==> config.mk <==
export PLATFORM = sky130hd
export DESIGN_NAME = bjk_rom_loader
export DESIGN_NICKNAME = d
export VERILOG_FILES = /design/src/rtl/bjk_rom_loader.sv
export SDC_FILE = /design/constraint.sdc
export NUM_CORES = 1
export LEC_CHECK = 0
export ABC_AREA = 1
export CORE_UTILIZATION = 30
export DETAILED_ROUTE_END_ITERATION = 16
export GPL_ROUTABILITY_DRIVEN = 0
export RECOVER_POWER = 25
export SYNTH_ARGS = -nofsm -noshare
export SYNTH_HDL_FRONTEND = slang
export SYNTH_SLANG_ARGS = --single-unit
==> constraint.sdc <==
create_clock -name clk_sys -period 1.7 [get_ports clk_sys]
set_input_delay 0.34 -clock clk_sys [delete_from_list [all_inputs] [get_ports clk_sys]]
set_output_delay 0.34 -clock clk_sys [all_outputs]
set_load 0.01 [all_outputs]
==> src/rtl/bjk_rom_loader.sv <==
// rtl/bjk_rom_loader.sv - HPS ioctl ROM download sequencer for the Bomb Jack core
// Splits the linear image into main/sound/gfx/PROM regions, validates it and gates core reset.
module bjk_rom_loader #(
    parameter logic [16:0] R1_BASE    = 17'h0E000,
    parameter logic [16:0] R2_BASE    = 17'h10000,
    parameter logic [16:0] R3_BASE    = 17'h1C000,
    parameter logic [17:0] TOTAL_LEN  = 18'h1C100,
    parameter int          RESET_HOLD = 16
) (
    input  logic        clk_sys,
    input  logic        reset,
    input  logic        ioctl_download,
    input  logic        ioctl_wr,
    input  logic [24:0] ioctl_addr,
    input  logic [7:0]  ioctl_dout,
    output logic [16:0] dn_addr,
    output logic [7:0]  dn_data,
    output logic [3:0]  dn_wr,
    output logic        core_reset,
    output logic        rom_ok,
    output logic        err_short,
    output logic        err_overflow,
    output logic [17:0] byte_count,
    output logic [7:0]  checksum
);

    localparam int HW = $clog2(RESET_HOLD + 1);

    typedef enum logic [2:0] {IDLE, LOAD, CHECK, HOLD, RUN, ERROR} state_t;

    state_t        state;
    state_t        state_next;
    logic          dl_prev;
    logic [HW-1:0] hold_cnt;
    logic          rise;
    logic          fall;
    logic          wr_in_range;
    logic          accept;
    logic          overflow_wr;
    logic [16:0]   addr17;
    logic [16:0]   region_base;
    logic [3:0]    region_sel;

    // dl_prev resets high so a download already running at reset release is not a start
    assign rise        = ioctl_download & ~dl_prev;
    assign fall        = ~ioctl_download & dl_prev;
    assign wr_in_range = ioctl_addr < {7'd0, TOTAL_LEN};
    assign accept      = (state == LOAD) && ioctl_wr && wr_in_range;
    assign overflow_wr = (state == LOAD) && ioctl_wr && !wr_in_range;
    assign addr17      = ioctl_addr[16:0];

    always_comb begin
        region_sel  = 4'b0001;
        region_base = '0;
        if (addr17 >= R3_BASE) begin
            region_sel  = 4'b1000;
            region_base = R3_BASE;
        end else if (addr17 >= R2_BASE) begin
            region_sel  = 4'b0100;
            region_base = R2_BASE;
        end else if (addr17 >= R1_BASE) begin
            region_sel  = 4'b0010;
            region_base = R1_BASE;
        end
    end

    always_comb begin
        state_next = state;
        if (rise) begin
            state_next = LOAD;
        end else begin
            case (state)
                LOAD:    if (fall) state_next = CHECK;
                CHECK:   state_next = (byte_count == TOTAL_LEN && !err_overflow) ? HOLD : ERROR;
                HOLD:    if (hold_cnt == HW'(RESET_HOLD - 1)) state_next = RUN;
                default: state_next = state;
            endcase
        end
    end

    always_ff @(posedge clk_sys) begin
        if (reset) begin
            state        <= IDLE;
            dl_prev      <= 1'b1;
            hold_cnt     <= '0;
            dn_addr      <= '0;
            dn_data      <= '0;
            dn_wr        <= '0;
            core_reset   <= 1'b1;
            rom_ok       <= 1'b0;
            err_short    <= 1'b0;
            err_overflow <= 1'b0;
            byte_count   <= '0;
            checksum     <= '0;
        end else begin
            state      <= state_next;
            dl_prev    <= ioctl_download;
            core_reset <= (state_next != RUN);
            hold_cnt   <= (state == HOLD) ? hold_cnt + 1'b1 : '0;
            dn_wr      <= accept ? region_sel : 4'b0000;
            if (accept) begin
                dn_addr <= addr17 - region_base;
                dn_data <= ioctl_dout;
            end
            if (rise) begin
                rom_ok       <= 1'b0;
                err_short    <= 1'b0;
                err_overflow <= 1'b0;
                byte_count   <= '0;
                checksum     <= '0;
            end else begin
                if (accept) begin
                    if (byte_count != '1) byte_count <= byte_count + 18'd1;
                    checksum <= checksum + ioctl_dout;
                end
                if (overflow_wr) err_overflow <= 1'b1;
                if (state == CHECK) begin
                    rom_ok    <= (byte_count == TOTAL_LEN) && !err_overflow;
                    err_short <= (byte_count != TOTAL_LEN);
                end
            end
        end
    end

endmodule
==> flow_metrics.py <==
metrics = {
    "hold_path": {
        "hold_path.class": "primary input to flop",
    },
    "routing": {
        "drc": 0,
        "wirelength_um": 10130,
        "first_pass_iters": 4,
        "viasPerCell": 4.616,
        "drt_iter0_drc": 99,
        "wl_per_cell_um": 13.11,
        "dr_total_vias": 3568,
        "ant_nets": 0,
    },
    "critical_path": {
        "crit_required_ps": 1360,
        "worstPathArrival_ps": 1310,
        "path_class": "flop to output pin",
        "crit_path_end_kind": "output pin",
        "cp_max_fo": 5,
        "start_kind": "flop",
    },
    "sta": {
        "finalHoldViolations": 0,
        "setup_tns_ps": 0,
        "final-max-slew-violation-count": 0,
        "fin_ws_ps": 46.46,
        "finClkSkew_ps": 6.750,
        "fin_crit_sh_pct": 97.27,
        "max_freq_ghz": 0.6048,
        "period_needed_ps": 1654,
        "rsz0062_at_grt": "true",
        "setup_viol": 0,
        "slew_headroom_pct": 80.43,
        "tightest_slew_ps": 293.6,
    },
    "clock_network": {
        "clock_sinks": 68,
        "clk_pin_slew_ps": 50,
        "clock_latency_ps": 330,
        "htreeDepth": 3,
        "ctsRootBufferMaster": "clkbuf_16",
        "tritoncts": "built",
        "cts_hold_buf": 0,
        "cts_buffer_depth": 2,
        "cts_inserted_buffers": 9,
    },
    "synthesis": {
        "synthCells": 476,
        "synth_nets": 529,
        "syn_area_um2": 3466,
        "yosys-top-cells-area": "dfxtp_1, nand2_1, a21oi_1",
        "avgSynthCellArea_um2": 7.281,
        "ys_types": 36,
        "synth-seq-area-share_pct": 39.28,
        "synth_top_area_share_pct": 39.28,
        "ys_warn_count": 0,
        "synth_seq_cells": 68,
        "synth_top_cell_by_area": "dfxtp_1",
    },
    "global_routing": {
        "grt_overflow": 0,
        "grt_max_degree": 31,
        "grt_pass1_wl_um": 15620,
        "antenna_found_initial": 1,
        "grt_pass1_vias": 3358,
        "grtUsageTotal_pct": 16.95,
    },
    "flow_run": {
        "maxCapViolations": 0,
    },
    "die": {
        "die_x_um": 109.5,
        "die_area_um2": 11990,
        "initial_utilization_pct": 31.42,
        "core_area_um2": 11030,
        "std_cell_rows": 38,
        "die_h_um": 109.5,
        "io_pins": 96,
    },
    "status": {
        "status": "completed",
    },
    "placement": {
        "dpl_worst_slack_ps": -368.9,
        "hpwl_um": 7367,
        "numPortBuffers": 95,
        "placed_area_um2": 4959,
    },
    "final_layout": {
        "final_cell_mix": "nand2_1, clkdlybuf4s50_1, dfxtp_1",
        "drive_gt1_share_pct": 19.78,
        "utilization_pct": 49.61,
        "fill_cells": 1102,
        "area_growth_pct": 57.91,
        "final_area_um2": 5473,
        "final_common_cell": "nand2_1",
        "nets": 680,
    },
    "power": {
        "p_per_area_nw_per_um2": 725.3,
        "finalPower_mw": 3.970,
        "peakVddDrop_mv": 0.5181,
        "total_leakage_power_nw": 2.153,
    },
}
where the power goes:
part	switching, mW	leakage (nW)	internal [mW]
sequential	0.00500	0.549	1.60
combinational	0.124	1.43	0.151
clock	0.692	0.169	1.40
per-layer routing:
layer	up-vias	track usage, %	wire (µm)
li1	1838	-	-
met1	1627	19.03	4410
met2	95	29.25	4773
met3	8	7.291	835
met4	0	4.571	112
met5	-	0	0
worst paths after layout:
| kind | slack, ps | startpoint | depth (start not counted) | end |
|---|---|---|---|---|
| setup / recovery | 50 | byte_count[7]$_SDFFE_PP0P_ | 2 | byte_count[7] |
| hold / removal | 320 | ioctl_dout[0] | 3 | dn_data[0]$_SDFFE_PP0P_ |
| setup reg to reg | 120 | byte_count[0]$_SDFFE_PP0P_ | 9 | byte_count[5]$_SDFFE_PP0P_ |
| hold reg to reg | 450 | hold_cnt[0]$_SDFF_PP0_ | 1 | hold_cnt[0]$_SDFF_PP0_ |
through the flow:
stage	instances	hold WS, ps
2_1_floorplan	476	409.1
3_5_place_dp	751	450.0
3_3_place_gp	751	434.0
4_1_cts	768	459.7
6_report	773	317.5
5_1_grt	773	337.7
flip-flops by register name, indices dropped and copies added, names as in the netlist:
signal and flops:
err_overflow 1, byte_count 18, rom_ok 1, dn_wr 4, dn_data 8, core_reset 1
hold_cnt 5, checksum 8, dn_addr 17, err_short 1, dl_prev 1, state 3
critical path: stages (launching register included):
cell and delay, ps:
dfxtp_1 330, buf_4 140, clkdlybuf4s50_1 530
what timing repair did:
| action | in CTS | in global routing |
|---|---|---|
| endpoints found under the setup margin | 6 | 67 |
| pin swaps | 1 | 10 |
| cloned | 0 | 2 |
| hold endpoints to repair | 0 | 0 |
| buffers inserted | 1 | 2 |
| resized for setup | 9 | 43 |
cell type report:
class / instances / area [µm²] / share of cell area [%]
antenna: 1 / 2.502 / 0.04572
clock buffer: 12 / 266.5 / 4.870
clock inverter: 4 / 70.07 / 1.280
inverter: 41 / 153.9 / 2.812
multi-input combinational: 356 / 2006 / 36.65
sequential: 68 / 1366 / 24.97
tap: 140 / 175.2 / 3.201
timing repair buffer: 151 / 1433 / 26.18
synth_stat cells (all sizes together):
library cell and instances:
ha 14, a31oi 1, nand3b 1, or2 2
a21o 1, nor2 54, dfxtp 68, clkbuf 6
nand2 149, nor3b 2, a211oi 1, fa 2
buf 6, nor3 5, a21oi 61, o211ai 1
xor2 18, inv 41, xnor2 2, nand3 19
nand4 6, and3 2, o21ai 14
logic make-up after synthesis:
kind of cell / after synthesis / synth area share (%)
simple gates: 240 / 30.14
compound gates: 79 / 12.74
flops: 68 / 39.28
buf+inv: 53 / 6.570
xor+xnor: 20 / 5.054
fa+ha+maj: 16 / 6.209
No activity file was read; power rests on OpenSTA's default activity.
